File: src/rtl/chebyshev_sequencer.sv
// Sequencer for the iterative Chebyshev/Horner datapath. It owns the coefficient register file,
// holds the sample on dp_x for a whole job, issues c[DEGREE]..c[0] for LAT cycles each, then
// captures dp_result and returns it over a valid/ready handshake.
module chebyshev_sequencer #(
    parameter int unsigned WL       = 16,
    parameter int unsigned CL       = 16,
    parameter int unsigned WIDENING = 3,
    parameter int unsigned DEGREE   = 7,
    parameter int unsigned LAT      = 2,
    localparam int unsigned RW      = 2 * WL + CL + WIDENING,
    localparam int unsigned AW      = $clog2(DEGREE + 1)
) (
    input  logic          clk_i,
    input  logic          rst_ni,
    input  logic          cw_en_i,
    input  logic [AW-1:0] cw_addr_i,
    input  logic [CL-1:0] cw_data_i,
    output logic          cw_err_o,
    input  logic          in_valid_i,
    output logic          in_ready_o,
    input  logic [WL-1:0] in_data_i,
    output logic [WL-1:0] dp_x_o,
    output logic [CL-1:0] dp_coeff_o,
    output logic          dp_clear_o,
    input  logic [RW-1:0] dp_result_i,
    output logic          out_valid_o,
    input  logic          out_ready_i,
    output logic [RW-1:0] out_data_o,
    output logic          busy_o
);

    localparam int unsigned SW = (LAT > 1) ? $clog2(LAT) : 1;

    localparam logic [1:0] StIdle = 2'd0;
    localparam logic [1:0] StIter = 2'd1;
    localparam logic [1:0] StDone = 2'd2;

    localparam logic [AW-1:0] KTop    = AW'(DEGREE);
    localparam logic [AW:0]   MaxAddr = (AW + 1)'(DEGREE);
    localparam logic [SW-1:0] SubLast = SW'(LAT - 1);

    logic [1:0]    state_q, state_d;
    logic [CL-1:0] rf_q [DEGREE+1];
    logic [WL-1:0] dp_x_q, dp_x_d;
    logic [CL-1:0] dp_coeff_q, dp_coeff_d;
    logic [RW-1:0] out_data_q, out_data_d;
    logic [AW-1:0] k_q, k_d;
    logic [SW-1:0] sub_q, sub_d;
    logic          in_ready_q, in_ready_d;
    logic          out_valid_q, out_valid_d;
    logic          cw_err_q, cw_err_d;

    logic addr_ok, wr_ok, accept, sub_wrap, last_iter;

    // Decode write legality, input accept and iteration position.
    always_comb begin
        addr_ok   = ({1'b0, cw_addr_i} <= MaxAddr);
        wr_ok     = cw_en_i && (state_q == StIdle) && addr_ok;
        accept    = in_valid_i && in_ready_q;
        sub_wrap  = (sub_q == SubLast);
        last_iter = (state_q == StIter) && (k_q == '0) && sub_wrap;
        cw_err_d  = cw_en_i && !wr_ok;
    end

    // FSM next state and datapath control registers.
    always_comb begin
        state_d     = state_q;
        dp_x_d      = dp_x_q;
        dp_coeff_d  = dp_coeff_q;
        out_data_d  = out_data_q;
        k_d         = k_q;
        sub_d       = sub_q;
        out_valid_d = 1'b0;
        case (state_q)
            StIdle: begin
                if (accept) begin
                    state_d = StIter;
                    dp_x_d  = in_data_i;
                    k_d     = KTop;
                    sub_d   = '0;
                    // A write landing on this same edge must be seen by the job.
                    dp_coeff_d = (wr_ok && (cw_addr_i == KTop)) ? cw_data_i : rf_q[DEGREE];
                end
            end
            StIter: begin
                if (sub_wrap) begin
                    sub_d = '0;
                    if (k_q != '0) begin
                        k_d        = k_q - 1'b1;
                        dp_coeff_d = rf_q[k_q - 1'b1];
                    end
                end else begin
                    sub_d = sub_q + 1'b1;
                end
                if (last_iter) begin
                    state_d    = StDone;
                    out_data_d = dp_result_i;
                end
            end
            StDone: begin
                // First DONE cycle is the capture cycle; valid rises after it.
                out_valid_d = 1'b1;
                if (out_valid_q && out_ready_i) begin
                    state_d     = StIdle;
                    out_valid_d = 1'b0;
                end
            end
            default: state_d = StIdle;
        endcase
        in_ready_d = (state_d == StIdle);
    end

    // Coefficient register file; writes only land while idle.
    always_ff @(posedge clk_i or negedge rst_ni) begin
        if (!rst_ni) begin
            for (int unsigned i = 0; i <= DEGREE; i++) rf_q[i] <= '0;
        end else if (wr_ok) begin
            rf_q[cw_addr_i] <= cw_data_i;
        end
    end

    // State, counters and registered outputs.
    always_ff @(posedge clk_i or negedge rst_ni) begin
        if (!rst_ni) begin
            state_q     <= StIdle;
            dp_x_q      <= '0;
            dp_coeff_q  <= '0;
            out_data_q  <= '0;
            k_q         <= '0;
            sub_q       <= '0;
            in_ready_q  <= 1'b0;
            out_valid_q <= 1'b0;
            cw_err_q    <= 1'b0;
        end else begin
            state_q     <= state_d;
            dp_x_q      <= dp_x_d;
            dp_coeff_q  <= dp_coeff_d;
            out_data_q  <= out_data_d;
            k_q         <= k_d;
            sub_q       <= sub_d;
            in_ready_q  <= in_ready_d;
            out_valid_q <= out_valid_d;
            cw_err_q    <= cw_err_d;
        end
    end

    // Output drive.
    always_comb begin
        cw_err_o    = cw_err_q;
        in_ready_o  = in_ready_q;
        dp_x_o      = dp_x_q;
        dp_coeff_o  = dp_coeff_q;
        dp_clear_o  = (state_q == StIter) && (k_q == KTop);
        out_valid_o = out_valid_q;
        out_data_o  = out_data_q;
        busy_o      = (state_q != StIdle);
    end

endmodule

File: config.mk
export PLATFORM = sky130hd
export DESIGN_NAME = chebyshev_sequencer
export DESIGN_NICKNAME = d
export VERILOG_FILES = /design/src/rtl/chebyshev_sequencer.sv
export SDC_FILE = /design/constraint.sdc
export NUM_CORES = 1
export LEC_CHECK = 0
export CORE_UTILIZATION = 35
export DETAILED_ROUTE_END_ITERATION = 16
export PLACE_DENSITY = 0.61
export SYNTH_ARGS = -nofsm -noshare
export SYNTH_HDL_FRONTEND = slang
export SYNTH_SLANG_ARGS = --single-unit
File: constraint.sdc
create_clock -name clk_i -period 7.8 [get_ports clk_i]
set_input_delay 0.78 -clock clk_i [delete_from_list [all_inputs] [get_ports clk_i]]
set_output_delay 0.78 -clock clk_i [all_outputs]
set_load 0.005 [all_outputs]
# Word-level counts from Yosys, hierarchy flattened
# Cells that the tools add are included.
# W data, S select, Z words.
word_totals:
  ff_bits: 220
  in_bits: 91
  out_inout_bits: 88
  elab_cells: 75
classes:
  addsub: 2
  n_lt_le_gt_ge: 3
  n_eq_ne: 7
  mux: 24
  n_bitwise: 2
  n_reduce_logical: 20
op_table:
  columns: ["operator", "count"]
  rows:
  - ["$bwmux W128", 1]
  - ["$mux W16", 7]
  - ["$bmux W16 S3", 1]
  - ["$demux W16 S3", 1]
  - ["$pmux W16 S2", 1]
  - ["$logic_and A1 B1 Y1", 9]
  - ["$mux W3", 3]
  - ["$ge A4 B4 Y1 const B", 2]
  - ["$not A3 Y4", 2]
  - ["$eq A3 B3 Y1 const B", 2]
  - ["$mux W2", 3]
  - ["$ne A2 B2 Y1 const B", 3]
  - ["$pmux W2 S3", 1]
  - ["$pmux W3 S2", 1]
  - ["$reduce_and A2 Y1", 3]
  - ["$logic_not A2 Y1", 2]
  - ["$lt A4 B1 Y1 const B", 1]
  - ["$mux W1", 4]
  - ["$reduce_and A4 Y1", 1]
  - ["$reduce_bool A2 Y1", 2]
  - ["$logic_not A3 Y1", 1]
  - ["$reduce_bool A3 Y1", 1]
  - ["$sub A3 B1 Y3 const B", 1]
  - ["$eq A2 B1 Y1 const B", 1]
  - ["other kinds (4)", 4]

# Depth between registers and ports, before layout
# Gate-level depths: netlist of run 1.
depth:
  word_depth: 8
  depth_mapped: 10
  ltp_nobuf: 6

# Worst setup path before layout of run 1
# No wires, ideal clock.
synth_path:
  path_kind: "register to register"
  start: "reg k_q[0]"
  end: "reg dp_coeff_q[10], in the netlist dp_coeff_o[10]"
  setup_time_ns: 0.125
  arrival_ns: 2.437
  required_ns: 7.675
  setup_slack_ns: 5.238
  stages_incl_launch_ff: 10
  n_path_buf: 4
  synth_period_minus_slack_ns: 2.562
  cell_sequence: "dfrtp_1 > buf_2 > buf_2 > inv_1 > ha_1 > clkbuf_1 > clkbuf_1 > mux4_2 > a221oi_1 > o2bb2ai_1"
synth_via:
  elab_chain_cells: 8
  elab_cells_between_ends: 11
  classes_between: "add/sub (1); eq/ne (1); mux (6); bitwise (1); reduce/logical (2)"
synth_lines:
  columns: ["element", "line_no", "text"]
  rows:
  - ["start, declared", "47", "logic [AW-1:0] k_q, k_d;"]
  - ["start signal, assigned", "139", "k_q <= k_d;"]
  - ["$sub A3 B1 Y3", "90", "dp_coeff_d = rf_q[k_q - 1'b1];"]
  - ["$not A3 Y4 (implied by the code)", "90", null]
  - ["$bmux W16 S3", "90", null]
  - ["$mux W16 (implied by the code) (2 in a row)", "90", null]
  - ["$mux W16", "88", "if (k_q != '0) begin"]
  - ["$mux W16", "86", "if (sub_wrap) begin"]
  - ["$pmux W16 S2", "74", "case (state_q)"]
  - ["end signal, assigned", "137", "dp_coeff_q <= dp_coeff_d;"]
  - ["end, declared", "45", "logic [CL-1:0] dp_coeff_q, dp_coeff_d;"]
# Several ways; a longest one is shown, not always the timed one. The select of a mux whose other input is x is not followed.
# A chain may end at the register's enable or synchronous reset.

# Worst setup path in the final report of run 1
layout_path:
  start: "reg k_q[0]"
  end: "out dp_clear_o"
layout_via:
  elab_chain_cells: 2
layout_lines:
  columns: ["element", "line_no", "text"]
  rows:
  - ["$eq A3 B3 Y1", "153", "dp_clear_o = (state_q == StIter) && (k_q == KTop);"]
  - ["$logic_and A1 B1 Y1", "153", null]
  - ["end, declared", "24", "output logic dp_clear_o,"]
# Every way passes these cells.

==> results of run 1 <==
## state kept, by name, indices dropped and copies added (netlist names)
register and count:
rf_q 128, dp_coeff_o 16, cw_err_o 1, out_data_o 51, k_q 3, out_valid_o 1
state_q 2, sub_q 1, in_ready_o 1, dp_x_o 16
## cells by family (layout without fill, tap and decap cells)
family | count (synthesis) | in the layout | share of synthesized area
multiplexers | 227 | 227 | 0.3143
flip-flops | 220 | 220 | 0.5932
AND/OR/NAND/NOR | 48 | 48 | 0.02818
buffers and inverters | 37 | 230 | 0.02292
adder cells (fa/ha/maj) | 3 | 3 | 0.004045
XOR/XNOR | 2 | 2 | 0.001888
AO/OA/AOI/OAI | 39 | 39 | 0.03546
## through the flow
step                power [mW]  cells  utilization
CTS                      4.974   1104       0.4673
detailed placement       3.781   1060       0.4351
global placement         3.686   1060       0.4351
global route             5.214   1104       0.4673
finish                   4.908   1104       0.4673
floorplan                2.947    576            -
## worst paths after layout
check | to | startpoint | depth (start not counted) | slack, ns
setup / recovery | dp_clear_o | k_q[0] | 4 | 4.65
hold / removal | rf_q[86] | rst_ni | 1 | 0.28
setup reg to reg | rf_q[24] | state_q[0] | 4 | 5.30
hold reg to reg | rf_q[101] | rf_q[101] | 1 | 0.50
max in group asynchronous | k_q[0] | rst_ni | 2 | 6.05
min in group clk_i | rf_q[101] | rf_q[101] | 1 | 0.50
## worst register-to-register path, stage by stage, from the launching register on
cell,delay [ns]
dfrtp_1,0.45
or2_4,0.28
nor3b_4,0.31
and2_1,0.90
mux2_2,0.44
## where the power goes
part           internal (mW)  switching, mW  leakage (nW)
combinational           1.11          0.682          2.08
sequential              1.67          0.274          2.80
clock                  0.725          0.448         0.416
## final cells by class
cell class,instances,area share
clock inverter,4,0.003699
multi-input combinational,319,0.2938
timing repair buffer,183,0.1497
inverter,3,0.0009247
sequential,220,0.4522
clock buffer,40,0.06524
tap,335,0.03442
## metal layers
metal  GRT usage  vias to the layer above  wire, um
li1            -                     2501         -
met1      0.2082                     2952      9038
met2      0.2830                      175     11170
met3     0.03315                       37      1565
met4     0.04420                        0       433
met5           0                        -         0
## Yosys cell counts
library cell  instances
a211oi_1              1
a21o_1                1
a21oi_1               2
a221oi_1             16
a31oi_1               1
and2_1                4
and3_1                1
and4bb_2              2
buf_1                 1
buf_2                17
buf_4                 5
buf_6                 3
buf_8                 1
clkbuf_1              7
dfrtp_1             220
ha_1                  3
inv_1                 3
mux2_2              195
mux4_2               32
nand2_1               4
nand2_2               4
nand2b_1              1
nand3b_1              1
nor2_1               22
nor2b_1               4
nor3_1                2
nor3b_4               1
o21ba_2               1
o21bai_1              1
o2bb2ai_1            16
or2_2                 1
or2_4                 1
xnor2_1               2
==> flow_summary.json, run 1 <==
{
  "grt_use_total": 0.1639,
  "synth_area_leader_cell": "dfrtp_1",
  "drtIter0Drc": 313,
  "cp-end-kind": "output pin",
  "cts_max_level": 1,
  "start_util": 0.3561,
  "num_rows": 59,
  "synth-seq-cells": 220,
  "holdWs_ns": 0.2846,
  "cp.required_ns": 7.02,
  "finalInstanceArea_um2": 12180,
  "drv_slew": 0,
  "drive_gt1_frac": 0.3719,
  "cp-start-kind": "register",
  "hp-class": "in2async",
  "maxCapViolations": 0,
  "crit_type": "reg2out",
  "grt_pass1_wl_mm": 34.17,
  "cts_setup_buffers": 0,
  "fin_nets": 847,
  "cp_slowest_stage_delay_ns": 0.56,
  "area_delta_synth_final_pct": 31.23,
  "die_h_um": 164.8,
  "clock-sinks": 220,
  "layout_setup_ws_ns": 4.651,
  "path_buf_inv": 2,
  "multi_input_area_um2": 3578,
  "min_period_over_period": 0.4038,
  "slew_headroom": 0.2679,
  "path_cells": "buf_4 > ha_1 > and3_1 > clkdlybuf4s50_1",
  "netlist_area_um2": 9280,
  "yosysUniqueCellTypes": 33,
  "port_buffers": 178,
  "cts_tree": "done",
  "worst_pin_slew_ns": 1.095,
  "postSynthAreaPerCell_um2": 16.11,
  "antenna_found_initial": 0,
  "cts_buffer_depth": 3,
  "register_area_um2": 5507,
  "fill_cells": 2258,
  "syn_inst": 576,
  "place_congestion": 0.7193,
  "status": "completed",
  "ioPinCount": 179,
  "netlist_top_cells_area": "dfrtp_1 (59%), mux2_2 (24%), mux4_2 (7.8%)",
  "post-route-drc-count": 0,
  "hold_viol_final": 0,
  "synth_top_area_frac": 0.5932,
  "hpwlAfterDp_mm": 14.17,
  "avgViaCountPerCell": 5.131,
  "finalClockSkew_ns": 0.01499,
  "ys_warn_count": 0,
  "fp.coreArea_um2": 26060,
  "cts_buffers": 26,
  "min_period_ns": 3.149,
  "finalWirelength_mm": 22.21,
  "cts_root_buffer": "clkbuf_16",
  "holdBufCountCts": 0,
  "critical-path-top-delay-family": "buffers and inverters",
  "pre_cts_ws_ns": 4.667,
  "finalSetupViolCount": 0,
  "layout_common_cells": "dfrtp_1 (219), mux2_2 (195), clkdlybuf4s50_1 (177)",
  "rsz0062_at_grt": "no",
  "power_density_nw_per_um2": 403.1,
  "wl_per_cell_um": 20.12,
  "ys_seq_area_frac": 0.5932,
  "critPathMaxFanout": 33,
  "p_leak_nw": 5.291,
  "cts-resized-gates": 0,
  "vdd_drop_max_mv": 0.1893,
  "final_common_cell": "dfrtp_1",
  "syn_nets": 670,
  "grt_pass1_vias": 6232,
  "fmax_mhz": 317.5,
  "die_w_um": 164.8,
  "tns_ns": 0,
  "crit_slowest_cell": "buf_4",
  "vias": 5665,
  "ant_nets": 0,
  "grt_max_degree": 86,
  "die-area_um2": 27170,
  "dpl_cell_area_um2": 11340,
  "arrival_ns": 2.37,
  "grt_overflow_total": 0,
  "first_pass_iters": 4,
  "clkTransAtPathRegs_ns": 0.06,
  "diodes": 0,
  "clock_latency_ns": 0.52
}
(Power assumes the default switching activity.)
==> run 2: changes to the inputs <==
PLACE_DENSITY = 0.63   (was 0.61)
clock period = 2.8 ns   (was 7.8 ns; I/O delays follow)
==> run 2 against run 1 <==
Effect of this change: power rose to 2.8 times the previous value; worst setup slack worse by 4.4 ns; sequential share of layout area down 0.33 points; flip-flop and latch count unchanged; count of clock-buffer cells in the layout down 2; largest cell class unchanged; largest power group unchanged; clock skew up 0.0047 ns; critical path depth unchanged; global-route usage up 0.17 points; final cell count up 1.4%; utilization up 0.34 points.
==> flow_summary.json, run 2 (synthesized netlist as in run 1, its figures left out) <==
{
  "maxCapViolations": 0,
  "antenna_found_initial": 1,
  "min_period_ns": 2.519,
  "post-route-drc-count": 0,
  "hp-class": "in2async",
  "finalWirelength_mm": 22.43,
  "cts_tree": "done",
  "power_density_nw_per_um2": 1114,
  "drive_gt1_frac": 0.3763,
  "diodes": 0,
  "layout_common_cells": "dfrtp_1 (219), mux2_2 (195), clkdlybuf4s50_1 (177)",
  "clock-sinks": 220,
  "cts_buffer_depth": 3,
  "largest_reg_flops": 128,
  "avgViaCountPerCell": 5.151,
  "grt_overflow_total": 0,
  "pre_cts_ws_ns": 0.5890,
  "slew_headroom": 0.5277,
  "finalClockSkew_ns": 0.01969,
  "start_util": 0.3561,
  "cts_buffers": 26,
  "min_period_over_period": 0.8998,
  "rsz0062_at_grt": "no",
  "final_common_cell": "dfrtp_1",
  "grt_max_degree": 83,
  "cts_max_level": 1,
  "wl_per_cell_um": 20.04,
  "area_delta_synth_final_pct": 32.18,
  "placedCellCount": 1074,
  "die_w_um": 164.8,
  "worst_pin_slew_ns": 0.7085,
  "grt_pass1_vias": 6178,
  "hold_viol_final": 0,
  "num_rows": 59,
  "grt_use_total": 0.1655,
  "finalSetupViolCount": 0,
  "clkTransAtPathRegs_ns": 0.06,
  "status": "completed",
  "final_core_util": 0.4707,
  "port_buffers": 178,
  "final_cell_count_no_fill": 1119,
  "dpl_cell_area_um2": 11450,
  "cp-end-kind": "output pin",
  "ant_nets": 0,
  "arrival_ns": 2.24,
  "critPathMaxFanout": 33,
  "cp.required_ns": 2.52,
  "fin_nets": 862,
  "finalInstanceArea_um2": 12270,
  "clock_latency_ns": 0.54,
  "holdWs_ns": 0.3193,
  "grt_pass1_wl_mm": 34.33,
  "tns_ns": 0,
  "fmax_mhz": 396.9,
  "crit_type": "reg2out",
  "die_h_um": 164.8,
  "vdd_drop_max_mv": 0.5309,
  "cp-start-kind": "register",
  "drtIter0Drc": 269,
  "top_register": "rf_q",
  "hpwlAfterDp_mm": 14.64,
  "die-area_um2": 27170,
  "cts_root_buffer": "clkbuf_16",
  "fp.coreArea_um2": 26060,
  "layout_setup_ws_ns": 0.2805,
  "ioPinCount": 179,
  "place_congestion": 0.7708,
  "drv_slew": 0,
  "finalPower_mw": 13.67,
  "p_leak_nw": 5.345,
  "first_pass_iters": 4,
  "vias": 5764
}
## run 2: where the power goes
part           total (mW)  internal, mW  leakage [nW]  switching, mW
registers            5.43          4.64          2.80          0.788
logic                5.06          3.14          2.15           1.92
clock network        3.18          1.90         0.396           1.28
## run 2: final timing paths
path | from | endpoint | slack, ns | cells past startpoint
max | k_q[0] | dp_clear_o | 0.28 | 4
min | rst_ni | rf_q[100] | 0.32 | 2
max reg2reg | k_q[0] | out_data_o[14] | 0.57 | 7
min reg2reg | rf_q[58] | rf_q[58] | 0.50 | 1
max in group asynchronous | rst_ni | out_data_o[3] | 1.55 | 3
min in group clk_i | in_data_i[6] | dp_x_o[6] | 0.36 | 2
## run 2: per-layer routing
metal,wire length (um),global-route usage,vias to the layer above
li1,-,-,2521
met1,9599,0.2167,3014
met2,10890,0.2762,189
met3,1433,0.03064,38
met4,485,0.05421,2
met5,16,0,-
## run 2: worst max-delay path: stages, from the launching register on
cell,delay (ns)
dfrtp_2,0.37
buf_6,0.44
ha_1,0.22
and3_1,0.15
clkdlybuf4s50_1,0.52
## run 2: what timing repair did
action                     4_1_cts  5_1_grt
buffers inserted                 0        0
hold endpoints to repair        77        0
hold buffers                     1        0
gates resized for setup          0        1
setup endpoints to repair        0        1
## run 2: layout make-up
cell class              count  area (um2)
fillers                  2219       13790
flip-flops and latches    220        5507
inverters                   3       11.26
clock inverters             6       70.07
repair buffers            198        1954
clock buffers              38       735.7
multi-input cells         319        3570
well taps                 335       419.2
